`src/rtl/beidou_parse_sched.sv`:
```
// rtl/beidou_parse_sched.sv - round-robin scheduler for the shared BeiDou shift/parse datapath
//
// Grants the single navigation-message parser to one of N_CH channels at a time.
// Each window holds shift_parse high for WIN_LEN cycles, then a GAP_LEN idle guard follows.
//
// Ports:
//   clk          clock, rising edge
//   rst_n        asynchronous active-low reset
//   req          per-channel one-cycle request pulse (frame delay expired)
//   abort        terminate the current window (ignored outside SHIFT)
//   grant        one-hot parser owner, zero outside SHIFT
//   grant_id     binary owner index, held from the last window while idle
//   shift_parse  parser shift enable, high for the whole window
//   busy         high in SHIFT or GAP
//   win_done     one-cycle pulse, window completed normally
//   win_abort    one-cycle pulse, window cut short by abort
//   req_ovf      one-cycle pulse, request hit an already pending channel
module beidou_parse_sched #(
    parameter int N_CH    = 4,
    parameter int WIN_LEN = 3052,
    parameter int GAP_LEN = 4,
    parameter int CNT_W   = 12
) (
    input  logic            clk,
    input  logic            rst_n,
    input  logic [N_CH-1:0] req,
    input  logic            abort,
    output logic [N_CH-1:0] grant,
    output logic [2:0]      grant_id,
    output logic            shift_parse,
    output logic            busy,
    output logic            win_done,
    output logic            win_abort,
    output logic            req_ovf
);

    typedef enum logic [1:0] {
        IDLE  = 2'd0,
        SHIFT = 2'd1,
        GAP   = 2'd2
    } state_t;

    state_t          state, state_nx;
    logic [CNT_W-1:0] cnt, cnt_nx;
    logic [N_CH-1:0] pending, pending_nx, clr;
    logic [2:0]      last, last_nx;

    logic [N_CH-1:0] grant_d;
    logic [2:0]      grant_id_d;
    logic            shift_d, busy_d, done_d, abort_d, ovf_d;

    logic [2:0]      winner;
    logic            found;
    logic [N_CH-1:0] win_onehot;
    logic [3:0]      sum;
    logic [N_CH-1:0] hit;

    logic win_end, gap_end;

    // Search pending starting just after the previous owner so every channel
    // gets a turn before any channel is served twice.
    always_comb begin
        winner = '0;
        found  = 1'b0;
        sum    = '0;
        hit    = '0;
        for (int i = 1; i <= N_CH; i++) begin
            sum = {1'b0, last} + 4'(i);
            if (sum >= 4'(N_CH)) begin
                sum = sum - 4'(N_CH);
            end
            hit = pending >> sum;
            if (!found && hit[0]) begin
                found  = 1'b1;
                winner = sum[2:0];
            end
        end
        win_onehot = N_CH'(1) << winner;
    end

    assign win_end = (state == SHIFT) && (abort || (cnt == CNT_W'(WIN_LEN)));
    // GAP is entered with cnt=0, so the last guard cycle is GAP_LEN-1.
    assign gap_end = (state == GAP) && (cnt == CNT_W'(GAP_LEN - 1));

    // State register plus the registered outputs and datapath.
    always_ff @(posedge clk or negedge rst_n) begin
        if (!rst_n) begin
            state       <= IDLE;
            cnt         <= '0;
            pending     <= '0;
            last        <= 3'(N_CH - 1);
            grant       <= '0;
            grant_id    <= '0;
            shift_parse <= 1'b0;
            busy        <= 1'b0;
            win_done    <= 1'b0;
            win_abort   <= 1'b0;
            req_ovf     <= 1'b0;
        end else begin
            state       <= state_nx;
            cnt         <= cnt_nx;
            pending     <= pending_nx;
            last        <= last_nx;
            grant       <= grant_d;
            grant_id    <= grant_id_d;
            shift_parse <= shift_d;
            busy        <= busy_d;
            win_done    <= done_d;
            win_abort   <= abort_d;
            req_ovf     <= ovf_d;
        end
    end

    // Next-state logic.
    always_comb begin
        state_nx = state;
        case (state)
            IDLE:    if (found) state_nx = SHIFT;
            SHIFT:   if (win_end) state_nx = (GAP_LEN == 0) ? IDLE : GAP;
            GAP:     if (gap_end) state_nx = IDLE;
            default: state_nx = IDLE;
        endcase
    end

    // Output / datapath next values; everything lands in registers above.
    always_comb begin
        grant_d    = '0;
        grant_id_d = grant_id;
        shift_d    = 1'b0;
        done_d     = 1'b0;
        abort_d    = 1'b0;
        ovf_d      = |(req & pending);
        busy_d     = (state_nx != IDLE);
        cnt_nx     = '0;
        clr        = '0;
        last_nx    = last;
        case (state)
            IDLE: begin
                if (found) begin
                    grant_d    = win_onehot;
                    grant_id_d = winner;
                    shift_d    = 1'b1;
                    cnt_nx     = CNT_W'(1);
                    clr        = win_onehot;
                    last_nx    = winner;
                end
            end
            SHIFT: begin
                if (win_end) begin
                    done_d  = !abort;
                    abort_d = abort;
                end else begin
                    grant_d = grant;
                    shift_d = 1'b1;
                    cnt_nx  = cnt + CNT_W'(1);
                end
            end
            GAP: begin
                if (!gap_end) cnt_nx = cnt + CNT_W'(1);
            end
            default: ;
        endcase
        // A request on the clear edge re-pends the channel: set wins.
        pending_nx = (pending & ~clr) | req;
    end

endmodule

```
`config.mk`:
```
export PLATFORM = sky130hd
export DESIGN_NAME = beidou_parse_sched
export DESIGN_NICKNAME = d
export VERILOG_FILES = /design/src/rtl/beidou_parse_sched.sv
export SDC_FILE = /design/constraint.sdc
export NUM_CORES = 1
export LEC_CHECK = 0
export ABC_AREA = 1
export BUFFER_PORTS_ARGS = -buffer_cell sky130_fd_sc_hd__buf_2
export CORE_ASPECT_RATIO = 1.25
export CORE_MARGIN = 3
export CORE_UTILIZATION = 55
export DETAILED_ROUTE_END_ITERATION = 6
export HOLD_SLACK_MARGIN = 0.06
export PLACE_DENSITY = 0.77
export SYNTH_ARGS = -nofsm -noshare
export SYNTH_HDL_FRONTEND = slang
export SYNTH_SLANG_ARGS = --single-unit
```
`constraint.sdc`:
```
create_clock -name clk -period 5.2 [get_ports clk]
set_input_delay 0.26 -clock clk [delete_from_list [all_inputs] [get_ports clk]]
set_output_delay 0.26 -clock clk [all_outputs]
set_load 0.05 [all_outputs]
```
==> results of run 1 <==
## report_power, final
| part | total [W] | internal, W | switching, W |
|---|---|---|---|
| clock network | 0.000137 | 0.0000526 | 0.0000842 |
| logic | 0.000712 | 0.000211 | 0.000501 |
| registers | 0.000392 | 0.000323 | 0.0000686 |
## critical path: stages (launching register included)
cell     delay, ps
dfstp_2        630
inv_1          140
ha_1           330
inv_1           90
nand3_1         90
nand2_1         60
nand2_2         80
nand2_4         80
a21oi_1        190
nand2_1         90
nand2_2        100
nand3_1        120
nand2_1         90
nand2_1         40
## layout by cell type, fill, tap and decap left out
master         synthesis  final
nand2_1               45     45
inv_1                 31     31
dfrtp_1               30     30
nor2_1                18     18
buf_2                  0     18
nand3_1               16     16
nand2_2                8      8
nand4_1                7      7
nor3_1                 6      6
a21oi_1                6      6
o21ai_0                6      6
nand2_4                5      5
clkbuf_4               0      5
nand3_2                4      4
xor2_1                 4      4
ha_1                   4      4
nor4_1                 3      3
nor2_2                 3      3
nor2_4                 3      3
o22ai_1                2      2
a31oi_1                2      2
clkbuf_1               0      2
dlygate4sd3_1          0      2
dfstp_2                2      2
inv_8                  1      1
a21oi_4                1      1
clkinv_1               1      1
inv_2                  1      1
o21ai_2                1      1
xnor2_1                1      1
clkinv_2               0      1
## state kept, by name (all words and copies together) (netlist names), 2 cells and up
register,count
cnt,12
state,2
last,2
pending,4
grant_id,3
grant,4
## path summary, 6_finish.rpt
| check | start | endpoint | slack, ps | cells after the start |
|---|---|---|---|---|
| max | last[1] | pending[2] | 2950 | 13 |
| min | req[2] | pending[2] | 120 | 3 |
| max reg2reg | last[1] | pending[2] | 2950 | 13 |
| min reg2reg | grant_id[0] | grant_id[0] | 500 | 2 |
| max in group asynchronous | rst_n | state[1] | 4260 | 2 |
| min in group asynchronous | rst_n | cnt[1] | 490 | 2 |
## cells by family after synthesis
logic type | after synthesis | synth area share
buf+inv | 38 | 0.09466
xor+xnor | 5 | 0.02454
flops | 32 | 0.4502
compound gates | 18 | 0.06171
simple gates | 118 | 0.3408
fa+ha+maj | 4 | 0.02805
## layer usage
layer,GRT usage,share of wire,vias up
met4,0.08763,0.021,0
met2,0.3164,0.53,19
met3,0.05773,0.028,8
met5,0,0,-
met1,0.2278,0.42,664
li1,-,-,733
## cell type report
type,instances,area share
Inverter,34,0.06910
Sequential cell,32,0.4107
Clock buffer,7,0.02303
Timing Repair Buffer,20,0.05630
Clock inverter,1,0.002559
Multi-Input combinational cell,145,0.4152
Tap cell,36,0.02303
## stage by stage
step | hold slack (ps) | instances | instance area, um^2 | setup WS (ps)
after global routing | 114.6 | 275 | 1956 | 2704
after floorplan | -35.59 | 215 | 1784 | 3164
after detailed placement | 339.6 | 265 | 1886 | 2960
final | 120.1 | 275 | 1956 | 2953
after CTS | 68.73 | 274 | 1946 | 2949
after global placement | 343.7 | 265 | 1886 | 3014
==> metrics.md, run 1 <==
| Metric | Value |
|---|---|
| Syn. warnings | 0 |
| Worst-path fanout max | 10 |
| First-pass GRT wire length | 5.954 mm |
| Ranking of synthesized cells by area | dfrtp_1, nand2_1, inv_1, nand3_1, nor2_1 |
| Cells after synthesis | around 220 |
| Measured slew at the worst slew-check pin | approximately 680 ps |
| CP Launch Type | flip-flop |
| FF+latch area | 803.3 um^2 |
| GRT Util Overall | 0.1927 |
| DR DRC count | 0 |
| CTS Buffer Depth | 2 |
| Slew Viols, Final | 0 |
| Syn Nets | between 200 and 250 |
| Tcrit/Tclk final | 0.4322 |
| Worst-Skew Late Latency | 340 ps |
| Starting density of the core | 0.5893 |
| Max-cap viol count | 0 |
| Share of post-route cells with drive strength above 1 | 0.2218 |
| GP Congestion | about 0.9 |
| DIE WIDTH | 56.95 um |
| Post-synth cell types | 28 |
| Clock transition at the registers of the reported paths | approximately 100 ps |
| Drt wl/cell | 12.05 um |
| Seq cells post-synth | 32 |
| Post-CTS Setup Bufs | 0 |
| Clock sinks | 32 |
| Post-route minimum period | roughly 2200 ps |
| Total Wirelength | approximately 3.3 mm |
| Synth top area share | 0.4208 |
| Area Overhead vs Synth | 9.608% |
| Post-synth EDFFs | 0 |
| Root buf cell | clkbuf_4 |
| Synthesized area | 1784 um^2 |
| Total grt overflow | 0 |
| Max VDD drop | between 0.3 and 0.4 mV |
| TritonRoute pass-1 iters | 4 |
| Post-synth top area cell | dfrtp_1 |
| Top-count cell post-synth | nand2_1 |
| HPWL after detailed placement | 2.528 mm |
| Worst rel slew slack | 0.5444 |
| IO Pins | 19 |
| Req. time, crit path | 5440 ps |
| Number of diodes | 0 |
| Die area | 3968 um^2 |
| Via count | about 1400 |
| Mapped Avg Cell Area | just over 8 um^2 |
| Post-synth top cells | nand2_1, inv_1, dfrtp_1 |
| CTS Buf Count | 5 |
| Initial drt markers | 43 |
| Resized Gates After CTS | 0 |
| Hold-fix buffer count after cts | 1 |
| Worst Path Arrival | between 2000 and 2500 ps |
| Setup Skew | ~11 ps |
| Lkg Pwr | slightly below 1 nW |
| Finish-stage setup viols | 0 |
| Critical path class | flip-flop to flip-flop |
| Power Density | 634.3 nW/um^2 |
| Core Footprint | 3028 um^2 |
| RSZ-0062 raised after global routing | false |
| Hold WC Path Type | input port to flip-flop |
| H-tree levels | 2 |
| CTS tree | done |
| Site Rows | 22 |
| Vias in the first global route | 1389 |
| Fmax achieved | ~440 MHz |
| Power, Total | between 0.001 and 0.0015 W |
| PortBufs | 18 |
| Fillers | 291 |
| Post-DRT Antenna Nets | 0 |
| Sequential share of the synthesized area | 0.4502 |
| Area of the multi-input gates | around 810 um^2 |
| TNS Setup | 0 ps |
| Pin count of the biggest net entering global routing | 33 |
| Chip Height | between 60 and 70 um |
| Final #Nets | 249 |
| Vias/cell | ~5.2 |
| Fin util | 0.6459 |
| Top_reg_cell synth | dfrtp_1 |
| Status | finished clean |
| CP Capture Type | flip-flop |
| Final Hold Violating Endpoints | 0 |
| Asr flop ratio synth | 1.000 |
| Initial antenna violation count | 0 |
(Power assumes the default switching activity.)
==> run 2: changes to the inputs <==
- CORE_UTILIZATION: 55 -> 52
- clock period: 5.2 -> 2 ns (I/O delays scaled with it)
==> run 2 against run 1 <==
  * The run now ends with setup timing left
  * Worst hold slack better by 280 ps
  * Non-clock buffer count up 13
  * Sequential power increased to 2.5 times the previous value
  * Clock power rose to 4.4 times the previous value
  * Sequential share of layout area down 4.7 points
  * Routed wire length increased by 26%
  * Cell count is 5.1% higher
  * Power rose to 3.2 times the previous value
  * Via count grew 11%
  * Critical path depth unchanged
==> metrics.md, run 2 (synthesis gave the netlist of run 1 again) <==
| Metric | Value |
|---|---|
| Lkg Pwr | between 1 and 1.5 nW |
| Measured slew at the worst slew-check pin | 706.2 ps |
| Reg2Reg Depth | 13 |
| Fmax achieved | around 500 MHz |
| HPWL after detailed placement | between 2 and 3 mm |
| CP Launch Type | flip-flop |
| H-tree levels | 2 |
| Total Wirelength | between 4 and 5 mm |
| Max-cap viol count | 0 |
| Critical path class | flip-flop to flip-flop |
| Post-Layout Cell Count | roughly 290 |
| GRT Util Overall | 0.2157 |
| Vias in the first global route | around 1600 |
| Placed cell area | between 1500 and 2000 um^2 |
| IO Pins | 19 |
| Power Density | about 1800 nW/um^2 |
| Max reg flops | 12 |
| First-pass GRT wire length | between 6 and 7 mm |
| Root buf cell | clkbuf_8 |
| Post-route minimum period | between 2000 and 2500 ps |
| Biggest register | cnt |
| TritonRoute pass-1 iters | 4 |
| Flop-to-flop setup slack | -20 ps |
| Clock sinks | 32 |
| Hold WC Path Type | input port to async pin |
| Max VDD drop | ~1.4 mV |
| Status | complete, but fails checks |
| Drt wl/cell | about 14 um |
| Total grt overflow | 0 |
| Initial antenna violation count | 0 |
| R2R Path End | pending[0] |
| Inst Count DP | 274 |
| Area Overhead vs Synth | 23.91% |
| Worst Path Arrival | ~2200 ps |
| Pin count of the biggest net entering global routing | 33 |
| Tcrit/Tclk final | 1.009 |
| RSZ-0062 raised after global routing | true |
| Final worst slack | -18.18 ps |
| DIE WIDTH | between 50 and 60 um |
| CP Capture Type | flip-flop |
| Die area | between 4000 and 5000 um^2 |
| Finish-stage setup viols | 1 |
| Share of post-route cells with drive strength above 1 | 0.3016 |
| Biggest regs | cnt (12), grant (4), pending (4) |
| Number of diodes | 0 |
| Setup Skew | 7.779 ps |
| Slew Viols, Final | 0 |
| Worst-path fanout max | 7 |
| Final Hold Violating Endpoints | 0 |
| Failing checks | setup timing |
| Starting density of the core | 0.5487 |
| Clock transition at the registers of the reported paths | about 70 ps |
| Initial drt markers | roughly 60 |
| Final #Nets | ~260 |
| Vias/cell | 5.484 |
| Req. time, crit path | approximately 2200 ps |
| DR DRC count | 0 |
| Core Footprint | between 3000 and 4000 um^2 |
| CTS Buffer Depth | 2 |
| CTS Buf Count | 5 |
| Most frequent cells in the layout | nand2_1, dfrtp_1, inv_1, buf_2, nor2_1 |
| Post-DRT Antenna Nets | 0 |
| RR Startpoint | last[0] |
| Worst-Skew Late Latency | 280 ps |
| CTS tree | done |
| TNS Setup | -18.18 ps |
| GP Congestion | 0.8944 |
| PortBufs | 18 |
| Site Rows | 23 |
| Commonest non-fill, non-tap cell in the layout | nand2_1 |
| Via count | about 1600 |
| Post-route cell area | 2211 um^2 |
| Chip Height | around 70 um |
| Worst rel slew slack | 0.5292 |
[run 2: cell types whose count changed in the layout (fill, tap and decap cells not counted), moves of 3 or more]
cell           before  now
buf_4               0    9
clkbuf_4            5    0
clkbuf_8            0    5
dlygate4sd3_1       2    6
inv_1              31   28
nand2_1            45   42
nand3_1            16   13
[run 2: routing by layer]
metal,part of all wire,GRT usage,routed length (um),vias up
met3,0.047,0.05766,194,29
met5,0,0,0,-
met4,0.051,0.1443,213,0
li1,-,-,-,758
met1,0.39,0.2341,1624,740
met2,0.51,0.3602,2138,58
[run 2: where the power goes]
part	internal (W)	switching [W]	total, W
clock network	0.000369	0.000235	0.000605
logic	0.000804	0.00163	0.00243
registers	0.000840	0.000150	0.000990
total	0.00201	0.00201	0.00403
[run 2: cell type report]
class	count	area, um^2
clock buffer	6	72.57
clock inverter	2	35.03
fill	271	1041
inverter	34	140.1
multi-input combinational	145	895.9
sequential	32	803.3
tap	37	46.29
timing repair buffer	33	217.7
[run 2: worst max-delay path by stage]
stage | startpoint | end | cells after the start | slack [ps]
after floorplan | last[1] | pending[0] | 14 | 20
after global placement | last[0] | pending[0] | 13 | 70
after detailed placement | last[0] | pending[0] | 13 | -3
after CTS | last[0] | pending[0] | 13 | 20
after global routing | last[0] | pending[0] | 13 | -110
final | last[0] | pending[0] | 13 | -20
[run 2: timing repair]
item | 4_1_cts | 5_1_grt
setup endpoints to repair | 1 | 12
gates resized for setup | 1 | 20
buffers inserted | 0 | 1
hold buffers | 6 | 0
hold endpoints to repair | 36 | 0
pin swaps | 0 | 12
[run 2: stage by stage]
stage                       util  hold slack (ps)  setup WS (ps)  power, W
after CTS                 0.6553            419.2          20.56  0.003695
after detailed placement  0.6025            186.4         -3.304  0.003051
after floorplan                -           -195.6          22.44  0.002582
after global routing      0.6799            460.1         -112.2  0.004298
final                     0.6799            398.4         -18.18  0.004028
after global placement    0.6025            185.4          66.71  0.003010
[run 2: critical path, cell delays in order, from the launching register on]
cell and delay, ps:
dfstp_2 600, inv_8 40, ha_4 280, inv_4 50
nand2_1 70, nand2_2 60, nand2_4 90, nand2_8 80
a21oi_4 170, nand2_2 80, nand2_4 90, nand2_4 50
o21ai_2 150, nand2_1 90
